### src/rtl/fft_sched_pkg.sv
// Shared types and helpers for the FFT channel scheduler: FSM state, tag width
// and the round-robin next-grant search.
package fft_sched_pkg;

    typedef enum logic {
        IDLE   = 1'b0,
        STREAM = 1'b1
    } sched_state_t;

    // Channel-index width; a 2-channel build still needs one bit.
    function automatic int ch_w(input int num_ch);
        return (num_ch <= 2) ? 1 : $clog2(num_ch);
    endfunction

    // First requesting channel at or after ptr, wrapping modulo num_ch (<= 16).
    function automatic logic [3:0] rr_next(input logic [15:0] req,
                                           input logic [3:0]  ptr,
                                           input int          num_ch);
        logic [3:0] sel;
        logic       found;
        int         idx;
        sel   = '0;
        found = 1'b0;
        for (int i = 0; i < 16; i++) begin
            idx = int'(ptr) + i;
            if (idx >= num_ch)
                idx = idx - num_ch;
            if (i < num_ch && !found && req[idx[3:0]]) begin
                sel   = idx[3:0];
                found = 1'b1;
            end
        end
        return sel;
    endfunction

endpackage

### src/rtl/fft_tag_fifo.sv
// Show-ahead tag FIFO holding the source channel of each frame inside the FFT.
module fft_tag_fifo
    import fft_sched_pkg::*;
#(
    parameter int W     = 2,
    parameter int DEPTH = 4
) (
    input  logic         clk,
    input  logic         rst_n,
    input  logic         push,
    input  logic [W-1:0] din,
    input  logic         pop,
    output logic [W-1:0] dout,
    output logic         full,
    output logic         empty
);
    localparam int AW = $clog2(DEPTH);

    logic [W-1:0] mem [DEPTH];
    logic [AW:0]  wr_ptr;
    logic [AW:0]  rd_ptr;

    // Extra pointer MSB separates a full ring from an empty one.
    assign empty = (wr_ptr == rd_ptr);
    assign full  = (wr_ptr[AW] != rd_ptr[AW]) && (wr_ptr[AW-1:0] == rd_ptr[AW-1:0]);
    assign dout  = mem[rd_ptr[AW-1:0]];

    always_ff @(posedge clk or negedge rst_n) begin
        if (!rst_n) begin
            wr_ptr <= '0;
            rd_ptr <= '0;
            for (int i = 0; i < DEPTH; i++)
                mem[i] <= '0;
        end else begin
            if (push && !full) begin
                mem[wr_ptr[AW-1:0]] <= din;
                wr_ptr              <= wr_ptr + 1'b1;
            end
            if (pop && !empty)
                rd_ptr <= rd_ptr + 1'b1;
        end
    end

    a_no_push_full: assert property (@(posedge clk) disable iff (!rst_n) !(push && full));

endmodule

### src/rtl/fft_chan_sched.sv
// Frame scheduler sharing one streaming FFT between NUM_CH channels, N samples
// per grant, round-robin among pending channels, with output-frame channel tags.
//   state  | meaning
//   IDLE   | no frame granted; arbitrate when enabled, requested and tag room
//   STREAM | granted channel feeds the FFT until its N-th sample transfers
module fft_chan_sched
    import fft_sched_pkg::*;
#(
    parameter  int NUM_CH    = 4,
    parameter  int N         = 1024,
    parameter  int DATA_W    = 16,
    parameter  int TAG_DEPTH = 4,
    localparam int CH_W      = ch_w(NUM_CH)
) (
    input  logic                     clk,
    input  logic                     rst_n,
    input  logic                     en,
    input  logic [NUM_CH-1:0]        ch_valid,
    output logic [NUM_CH-1:0]        ch_ready,
    input  logic [NUM_CH*DATA_W-1:0] ch_real,
    input  logic [NUM_CH*DATA_W-1:0] ch_imag,
    output logic                     f_valid,
    input  logic                     f_ready,
    output logic [DATA_W-1:0]        f_real,
    output logic [DATA_W-1:0]        f_imag,
    output logic                     f_last,
    input  logic                     fo_valid,
    input  logic                     fo_ready,
    input  logic                     fo_last,
    output logic [CH_W-1:0]          out_ch,
    output logic                     out_ch_valid,
    output logic                     busy,
    output logic                     tag_err
);
    localparam int               CNT_W = $clog2(N);
    localparam logic [CNT_W-1:0] LAST  = CNT_W'(N - 1);

    sched_state_t    state;
    logic [CH_W-1:0] grant;
    logic [CH_W-1:0] rr_ptr;
    logic [CNT_W-1:0] cnt;
    logic [15:0]     req_ext;
    logic [CH_W-1:0] nxt_grant;
    logic            start;
    logic            tag_pop;
    logic            tag_full;
    logic            tag_empty;
    logic            xfer;

    always_comb begin
        req_ext               = '0;
        req_ext[NUM_CH-1:0]   = ch_valid;
    end

    assign nxt_grant = CH_W'(rr_next(req_ext, 4'(rr_ptr), NUM_CH));
    assign start     = (state == IDLE) && en && (|ch_valid) && !tag_full;
    assign tag_pop   = fo_valid && fo_ready && fo_last;
    assign xfer      = f_valid && f_ready;
    assign busy      = (state == STREAM);

    always_comb begin
        f_valid         = busy && ch_valid[grant];
        f_real          = ch_real[int'(grant)*DATA_W +: DATA_W];
        f_imag          = ch_imag[int'(grant)*DATA_W +: DATA_W];
        f_last          = f_valid && (cnt == LAST);
        ch_ready        = '0;
        ch_ready[grant] = busy && f_ready;
    end

    always_ff @(posedge clk or negedge rst_n) begin
        if (!rst_n) begin
            state   <= IDLE;
            grant   <= '0;
            rr_ptr  <= '0;
            cnt     <= '0;
            tag_err <= 1'b0;
        end else begin
            if (tag_pop && tag_empty)
                tag_err <= 1'b1;
            case (state)
                IDLE: begin
                    if (start) begin
                        grant <= nxt_grant;
                        state <= STREAM;
                    end
                end
                STREAM: begin
                    if (xfer) begin
                        if (cnt == LAST) begin
                            cnt    <= '0;
                            rr_ptr <= (grant == CH_W'(NUM_CH - 1)) ? '0 : grant + 1'b1;
                            state  <= IDLE;
                        end else begin
                            cnt <= cnt + 1'b1;
                        end
                    end
                end
                default: state <= IDLE;
            endcase
        end
    end

    fft_tag_fifo #(
        .W     (CH_W),
        .DEPTH (TAG_DEPTH)
    ) u_tag_fifo (
        .clk   (clk),
        .rst_n (rst_n),
        .push  (start),
        .din   (nxt_grant),
        .pop   (tag_pop),
        .dout  (out_ch),
        .full  (tag_full),
        .empty (tag_empty)
    );

    assign out_ch_valid = !tag_empty;

    a_ready_onehot0: assert property (@(posedge clk) disable iff (!rst_n) $onehot0(ch_ready));
    a_last_valid:    assert property (@(posedge clk) disable iff (!rst_n) f_last |-> f_valid);
    a_valid_hold:    assert property (@(posedge clk) disable iff (!rst_n)
                                      (busy && f_valid && !f_ready) |=> f_valid);

endmodule

### config.mk
export PLATFORM = sky130hd
export DESIGN_NAME = fft_chan_sched
export DESIGN_NICKNAME = d
export VERILOG_FILES = /design/src/rtl/fft_sched_pkg.sv /design/src/rtl/fft_tag_fifo.sv /design/src/rtl/fft_chan_sched.sv
export SDC_FILE = /design/constraint.sdc
export NUM_CORES = 1
export LEC_CHECK = 0
export ABC_AREA = 1
export CORE_AREA = 8 8 138 76
export DETAILED_ROUTE_END_ITERATION = 8
export DIE_AREA = 0 0 146 84
export PLACE_DENSITY = 0.78
export SETUP_SLACK_MARGIN = 0.4
export SYNTH_ARGS = -nofsm -noshare
export SYNTH_HDL_FRONTEND = slang
export SYNTH_HIERARCHICAL = 1
export SYNTH_SLANG_ARGS = --single-unit
### constraint.sdc
create_clock -name clk -period 2.27 [get_ports clk]
set_input_delay 0.681 -clock clk [delete_from_list [all_inputs] [get_ports clk]]
set_output_delay 0.681 -clock clk [all_outputs]
set_load 0.02 [all_outputs]
==> impl_metrics.yaml, run 1 <==
global_routing:
  antenna_found_initial: 1
  grt_pass1_wl_um: 21880
  gr-usage-all-layers: 0.2166
  grt_max_degree: 34
  first_global_vias: 4247
  grt_overflow_total: 0
detailed_routing:
  drc: 0
  viasPerCell: 5.244
  vias: 4284
  drt_iter0_markers: 356
  firstDrtPassIters: 4
  ant_nets: 0
  wirelength_um: 15290
  wl_per_cell_um: 18.72
synth:
  synth_top_area_frac: 0.2601
  synth_cell_types: 33
  yosys_warnings: 6
  async_flop_share: 1.000
  synthFlopType: "dfrtp_1"
  synthesis.nets: 609
  synth_area_um2: 2887
  synth_area_leader_cell: "dfrtp_1"
  yosysMostFrequentCell: "nand2_1"
  ys_top_cells_by_area: "dfrtp_1 (26%), o21ai_0 (12%), nand2_1 (11%)"
  synth_seq_cells: 30
  synth.top_cells.by_count: "nand2_1 (87), nor2_1 (83), o21ai_0 (71)"
  syn_avg_cell_area_um2: 6.330
  synth-seq-area-share: 0.2601
  synthCells: 456
  synth-edff-count: 0
placement:
  place.gp.congestion: 0.9254
  placed_cell_area_um2: 5381
  io_buffers: 181
  dp_hpwl_um: 10470
run_status:
  status: "completed"
floorplan:
  start_util: 0.3409
  dieArea_um2: 12260
  io_pins: 182
  core-area_um2: 8468
  dieWidth_um: 146
  dieHeight_um: 84
  placementRows: 24
clock_tree:
  cts_tree: "yes"
  clock_sinks: 30
  root_buffer: "clkbuf_16"
  clock_latency_ns: 0.28
  cts_max_level: 2
  cts-buffers-inserted: 5
  cts.clk_slew.worst_paths_ns: 0.05
  cts_max_path_buffers: 2
sta:
  clock_skew_ns: 0.003462
  max_slew.worst_pin.slew_ns: 0.4155
  setup_viol: 0
  fin_setup_tns_ns: 0
  rsz0062_at_grt: "true"
  fmax_mhz: 443.0
  post-route-period-util: 0.9945
  relSlewSlack: 0.7230
  drv_slew: 0
  hold_viol: 0
  min_period_ns: 2.258
setup_path:
  path_class: "in -> out"
  critPathMaxFanout: 1
  cp_data_arrival_time_ns: 1.58
  critPathBufInv: 2
  cp.required_ns: 1.59
  cp-start-kind: "input pin"
  worst_setup_path_end_kind: "output port"
  cp_top_family: "buffers and inverters"
  path_cells: "clkdlybuf4s50_1, o21ai_2, o22ai_2, buf_6"
  crit_slowest_cell: "clkdlybuf4s50_1"
  slowest_delay_ns: 0.44
power_and_ir_drop:
  swShare: 0.4647
  p_int_mw: 4.228
  p_per_area_nw_per_um2: 1196
  p_leak_nw: 3.222
  power_frac_clock: 0.086
  vdd_drop_max_mv: 0.6393
  power_frac_seq: 0.117
  p_switching_mw: 3.671
  pwr-share-comb: 0.797
final_layout:
  drive_gt1_frac: 0.4220
  design_area_um2: 6606
  final_nets: 851
  fillCellCount: 540
  area_growth_pct: 128.9
job:
  drv_cap: 0
worst_hold_path:
  hold_class: "reg -> reg"
[metal layers]
metal,global-route usage,vias up,part of all wire
li1,-,2035,-
met1,0.2616,2049,0.42
met2,0.3836,170,0.50
met3,0.04870,30,0.054
met4,0.05107,0,0.019
met5,0,-,0
[sequential cells by signal, summed over array words and instances, names as in the netlist]
name	flops
u_tag_fifo/wr_ptr	3
busy	1
tag_err	1
u_tag_fifo/rd_ptr	3
rr_ptr	2
grant	2
u_tag_fifo/mem	8
cnt	10
[worst paths after layout]
kind                             startpoint              endpoint  slack (ns)  depth (start not counted)
worst max register to register       cnt[0]             rr_ptr[1]        0.30                          9
min in group asynchronous             rst_n  u_tag_fifo/rd_ptr[2]        0.80                          2
worst min register to register      tag_err               tag_err        0.46                          1
worst min-delay path                tag_err               tag_err        0.46                          1
max in group asynchronous             rst_n              grant[1]        1.15                          2
worst max-delay path            ch_real[17]             f_real[1]        0.01                          4
[power groups by stage]
stage	logic, mW	clock network (mW)	registers [mW]
after global routing	6.66	0.719	0.948
after detailed placement	4.64	0	0.889
after global placement	4.52	0	0.879
after CTS	5.32	0.688	0.897
final	6.30	0.677	0.926
after floorplan	2.54	0	0.897
[final cells by class]
cell class                      count  area, um2  share of cell area
Clock buffer                        7      142.6             0.02159
Clock inverter                      1      5.005           0.0007576
Timing Repair Buffer              260       2789              0.4222
Sequential cell                    30      755.7              0.1144
Inverter                           39      161.4             0.02443
Tap cell                          117      146.4             0.02216
Multi-Input combinational cell    362       2604              0.3941
Antenna cell                        1      2.502           0.0003788
[placed cells by master (no fill, tap or decap), types with 14 or more instances in the layout]
cell type         n
buf_4            52
buf_6            51
clkdlybuf4s50_1  87
dfrtp_1          26
dlygate4sd2_1    17
dlymetal6s2s_1   33
inv_1            19
inv_2            14
nand2_1          68
nand2_2          16
nand3_1          21
nor2_1           49
nor2_2           18
nor2_4           22
o21ai_0          15
o21ai_1          30
o21ai_2          24
o22ai_2          33
[per-stage QoR]
| step | instances | setup slack (ns) | total power [mW] | hold slack, ns | util |
|---|---|---|---|---|---|
| after floorplan | 456 | 0.3497 | 3.432 | 0.3854 | - |
| after global placement | 779 | -0.6679 | 5.395 | 0.4431 | 0.6355 |
| after detailed placement | 779 | -0.6741 | 5.533 | 0.4459 | 0.6355 |
| after CTS | 803 | 0.02242 | 6.901 | 0.4578 | 0.6910 |
| after global routing | 817 | -0.04480 | 8.329 | 0.4731 | 0.7801 |
| final | 817 | 0.01249 | 7.899 | 0.4555 | 0.7801 |
[what timing repair did]
action / CTS / global route
hold buffers: 0 / 0
gates cloned: 3 / 4
pin swaps: 32 / 50
setup endpoints to repair: 69 / 52
setup buffers: 13 / 9
resized for setup: 331 / 198
[kinds of logic after synthesis]
family / after synthesis / share of synthesized area
adder cells (fa/ha/maj): 14 / 0.06069
AND/OR/NAND/NOR: 230 / 0.3502
XOR/XNOR: 6 / 0.01821
flip-flops: 30 / 0.2601
AO/OA/AOI/OAI: 112 / 0.2150
buffers and inverters: 64 / 0.09579
No activity file was read; power rests on OpenSTA's default activity.
==> run 2, diff against run 1 <==
--- a/config.mk
+++ b/config.mk
@@ -9,7 +9,9 @@
 export CORE_AREA = 8 8 138 76
 export DETAILED_ROUTE_END_ITERATION = 8
 export DIE_AREA = 0 0 146 84
-export PLACE_DENSITY = 0.78
+export DONT_BUFFER_PORTS = 1
+export PLACE_DENSITY = 0.5
+export RECOVER_POWER = 50
 export SETUP_SLACK_MARGIN = 0.4
 export SYNTH_ARGS = -nofsm -noshare
 export SYNTH_HDL_FRONTEND = slang
==> run 2 against run 1 <==
  * Hold slack lost 0.37 ns
  * Sequential cell count unchanged
  * Combinational power shrank 31%
  * Core utilization fell by 29 points
  * Register-to-register slack worse by 0.06 ns
  * Maximum frequency grew 2.5%
  * Die area did not move
  * Critical path type is now reg -> out
  * Critical endpoint is now f_real[8]
  * Largest power group unchanged
  * Highest routed layer unchanged
==> impl_metrics.yaml, run 2 (synthesized netlist as in run 1, its figures left out) <==
run_status:
  status: "completed"
clock_tree:
  clock_sinks: 30
  cts_tree: "yes"
  ctsHoldBuffers: 0
  clock_latency_ns: 0.28
  cts-buffers-inserted: 5
  cts_max_level: 2
  root_buffer: "clkbuf_16"
  cts.clk_slew.worst_paths_ns: 0.05
  cts_max_path_buffers: 2
sta:
  fmax_mhz: 454.2
  max_slew.worst_pin.slew_ns: 0.3877
  setup_viol: 0
  relSlewSlack: 0.7416
  fin_setup_tns_ns: 0
  post-route-period-util: 0.9699
  hold_viol: 0
  min_period_ns: 2.202
  rsz0062_at_grt: "true"
  drv_slew: 0
  holdWs_ns: 0.09029
  clock_skew_ns: 0.003537
setup_path:
  cp.required_ns: 1.59
  crit_slowest_cell: "dfrtp_2"
  cp_top_family: "flip-flops"
  slowest_delay_ns: 0.47
  cp-start-kind: "flip-flop"
  critPathBufInv: 2
  worst_setup_path_end_kind: "output port"
  path_class: "reg -> out"
  cp_data_arrival_time_ns: 1.52
  critPathMaxFanout: 7
  path_cells: "buf_12, buf_8, o21ai_0, o22ai_2"
detailed_routing:
  drt_iter0_markers: 299
  wirelength_um: 11880
  ant_nets: 0
  firstDrtPassIters: 5
  drc: 0
  wl_per_cell_um: 19.60
  vias: 3409
  viasPerCell: 5.625
global_routing:
  antenna_found_initial: 0
  grtUsageMet3: 0.06277
  first_global_vias: 3131
  gr-usage-all-layers: 0.1716
  grt_overflow_total: 0
  grt_max_degree: 47
  grt_use_met2: 0.2572
  global_route.peak_usage_layer: "met2"
  grt_pass1_wl_um: 17250
  grt_util_met1: 0.2288
placement:
  numPlacedInstances: 563
  io_buffers: 0
  place.gp.congestion: 0.8435
  placed_cell_area_um2: 3294
  dp_hpwl_um: 8189
final_layout:
  drive_gt1_frac: 0.3476
  fillCellCount: 829
  final_common_cell: "nand2_1"
  finish.utilization: 0.4892
  antenna_cells: 0
  mostFrequentLayoutCells: "nand2_1 (81), nor2_1 (66), o21ai_1 (37), buf_4 (29), o22ai_2 (27)"
  max_flop_register: "cnt"
  seqCellArea_um2: 758.2
  area_growth_pct: 43.52
  stdcell_count: 606
  multi_input_area_um2: 2381
  design_area_um2: 4143
  largest_reg_flops: 10
  largest_registers: "cnt x10, u_tag_fifo/mem x8"
  final_nets: 641
floorplan:
  start_util: 0.3409
  io_pins: 182
  core-area_um2: 8468
  placementRows: 24
  dieWidth_um: 146
  dieHeight_um: 84
  dieArea_um2: 12260
power_and_ir_drop:
  p_per_area_nw_per_um2: 1452
  vdd_drop_max_mv: 0.6895
  p_leak_nw: 1.866
job:
  drv_cap: 0
worst_hold_path:
  hold_class: "in -> async"
run 2: final cells by class:
type / instances / area share
Multi-Input combinational cell: 362 / 0.5748
Sequential cell: 30 / 0.1830
Timing Repair Buffer: 50 / 0.1320
Inverter: 39 / 0.03926
Tap cell: 117 / 0.03534
Clock buffer: 7 / 0.03443
Clock inverter: 1 / 0.001208
run 2: final timing paths:
check                                           from  slack [ns]           endpoint  cells after the start
worst min-delay path                           rst_n        0.09            tag_err                      0
worst min register to register     u_tag_fifo/mem[1]        0.49  u_tag_fifo/mem[1]                      2
worst max-delay path                        grant[0]        0.07          f_real[8]                      4
max in group asynchronous                      rst_n        2.08           grant[1]                      0
min in group clk                   u_tag_fifo/mem[1]        0.49  u_tag_fifo/mem[1]                      2
worst max register to register  u_tag_fifo/rd_ptr[1]        0.24  u_tag_fifo/mem[4]                     13
run 2: power breakdown:
part | switching, mW | leakage (nW) | total, mW | internal [mW]
Combinational | 2.65 | 1.42 | 4.35 | 1.70
Sequential | 0.247 | 0.367 | 0.981 | 0.733
Clock | 0.249 | 0.0739 | 0.683 | 0.434
run 2: layer usage:
layer	up-vias	share of wire
li1	1606	-
met1	1640	0.45
met2	150	0.45
met3	13	0.088
met4	0	0.011
met5	-	0
run 2: worst reg2reg max path, delay by kind of cell, from the launching register on:
family | cells | cell delay [ns]
and+or+nand+nor | 8 | 0.75
DFF | 1 | 0.45
buffers and inverters | 5 | 0.72
run 2: timing repair:
item	4_1_cts	5_1_grt
endpoints found under the setup margin	50	50
gates cloned	3	3
pin swaps	32	34
resized for setup	46	114
setup buffers	23	6
endpoints found under the hold margin	0	0
run 2: per-stage QoR:
| step | setup slack [ns] | power (mW) |
|---|---|---|
| floorplan | 0.3497 | 3.432 |
| global placement | 0.2642 | 3.985 |
| detailed placement | 0.2583 | 4.029 |
| CTS | 0.05305 | 5.322 |
| global route | 0.001996 | 6.387 |
| finish | 0.06833 | 6.016 |
==> run 3, diff against run 2 <==
--- a/config.mk
+++ b/config.mk
@@ -6,9 +6,9 @@
 export NUM_CORES = 1
 export LEC_CHECK = 0
 export ABC_AREA = 1
-export CORE_AREA = 8 8 138 76
+export CORE_AREA = 2 2 94 96
 export DETAILED_ROUTE_END_ITERATION = 8
-export DIE_AREA = 0 0 146 84
+export DIE_AREA = 0 0 96 98
 export DONT_BUFFER_PORTS = 1
 export PLACE_DENSITY = 0.5
 export RECOVER_POWER = 50
==> run 3 against run 2 <==
  * Critical path depth increased by 2
  * Total power increased by 17%
  * Sequential power decreased by 2%
  * Sequential cell count unchanged
  * First-iteration DRC count decreased by 49%
  * Hold slack got worse by 0.0066 ns
  * Cell area increased by 17%
  * Register-to-register slack got worse by 0.06 ns
==> impl_metrics.yaml, run 3 (synthesized netlist as in run 1, its figures left out) <==
setup_path:
  cp-start-kind: "flip-flop"
  slowest_delay_ns: 0.45
  path_cells: "buf_12, inv_12, buf_12, clkbuf_16, o21ai_0, o22ai_2"
  crit_slowest_cell: "dfrtp_2"
  crit_top_cell: "buf_12"
  path_class: "reg -> out"
  critPathMaxFanout: 5
  critPathBufInv: 4
  cp_top_family: "buffers and inverters"
  cp_data_arrival_time_ns: 1.56
  worst_setup_path_end_kind: "output port"
  cp.required_ns: 1.59
clock_tree:
  clock_sinks: 30
  ctsHoldBuffers: 0
  root_buffer: "clkbuf_8"
  cts_tree: "yes"
  cts.clk_slew.worst_paths_ns: 0.07
  clock_latency_ns: 0.28
  cts-buffers-inserted: 5
  cts_max_path_buffers: 2
  cts_max_level: 2
global_routing:
  antenna_found_initial: 0
  grt_util_met1: 0.3162
  grt_overflow_total: 0
  grtUsageMet3: 0.04167
  grt_max_degree: 31
  first_global_vias: 3467
  grt_pass1_wl_um: 17800
  gr-usage-all-layers: 0.2433
  grt_use_met2: 0.3964
  global_route.peak_usage_layer: "met2"
final_layout:
  mostFrequentLayoutCells: "nand2_1 (81), nor2_1 (52), buf_4 (37), o21ai_1 (26)"
  fillCellCount: 762
  final_common_cell: "nand2_1"
  antenna_cells: 0
  largest_reg_flops: 10
  final_nets: 671
  multi_input_area_um2: 2591
  max_flop_register: "cnt"
  drive_gt1_frac: 0.4393
  seqCellArea_um2: 758.2
  area_growth_pct: 67.75
  stdcell_count: 627
  largest_registers: "cnt x10, u_tag_fifo/mem x8"
sta:
  fmax_mhz: 446.4
  max_slew.worst_pin.slew_ns: 0.5153
  relSlewSlack: 0.6552
  setup_viol: 0
  final.setup.worst_slack_ns: 0.03005
  hold_viol: 0
  clock_skew_ns: 0.007466
  min_period_ns: 2.240
  holdWs_ns: 0.08370
  rsz0062_at_grt: "true"
  post-route-period-util: 0.9868
  drv_slew: 0
floorplan:
  start_util: 0.3410
  dieWidth_um: 96
  placementRows: 34
  dieHeight_um: 98
  core-area_um2: 8466
  dieArea_um2: 9408
  io_pins: 182
detailed_routing:
  drt_iter0_markers: 153
  firstDrtPassIters: 4
  wirelength_um: 12030
  drc: 0
  vias: 3526
  wl_per_cell_um: 19.19
  ant_nets: 0
  viasPerCell: 5.624
placement:
  place.gp.congestion: 0.8850
  dp_hpwl_um: 7365
  io_buffers: 0
  pre_cts_ws_ns: 0.2798
  numPlacedInstances: 551
power_and_ir_drop:
  p_total_mw: 7.056
  p_per_area_nw_per_um2: 1457
  p_leak_nw: 2.119
  vdd_drop_max_mv: 0.7731
worst_hold_path:
  hold_class: "in -> async"
run_status:
  status: "completed"
job:
  drv_cap: 0
[run 3: area by class of cell]
type                       count  share of cell area
timing repair buffer          79              0.2196
clock buffer                   7             0.01783
tap                          108             0.02791
inverter                      39             0.03773
multi-input combinational    362              0.5351
sequential                    30              0.1566
clock inverter                 1            0.001034
timing repair inverter         1            0.004134
[run 3: through the flow]
stage / TNS, ns / cell area, um2 / utilization
2_1_floorplan: 0 / 3128 / -
5_1_grt: -0.02828 / 4842 / 0.5720
4_1_cts: 0 / 4322 / 0.5105
3_5_place_dp: 0 / 3273 / 0.3866
6_report: 0 / 4842 / 0.5720
3_3_place_gp: 0 / 3273 / 0.3866
[run 3: timing repair]
action                     CTS  global route
buffers inserted            33            19
pin swaps                   30            44
gates cloned                13             3
gates resized for setup    128           101
setup endpoints to repair   54            58
[run 3: report_power, final]
group | internal (mW) | switching (mW)
sequential | 0.732 | 0.230
combinational | 2.56 | 3.08
clock | 0.245 | 0.210
[run 3: path summary, 6_finish.rpt]
check                                        from                end  slack (ns)  cells after the start
worst max-delay path                     grant[0]         f_imag[10]        0.03                      6
min in group clk                u_tag_fifo/mem[5]  u_tag_fifo/mem[5]        0.49                      2
worst max register to register           grant[0]             cnt[6]        0.18                     10
max in group asynchronous                   rst_n           grant[1]        2.09                      0
worst min register to register  u_tag_fifo/mem[5]  u_tag_fifo/mem[5]        0.49                      2
worst min-delay path                        rst_n             cnt[9]        0.08                      0
[run 3: metal layers]
metal | share of wire | vias up
met5 | 0 | -
met2 | 0.49 | 160
met3 | 0.066 | 26
met4 | 0.034 | 0
met1 | 0.41 | 1659
li1 | - | 1681
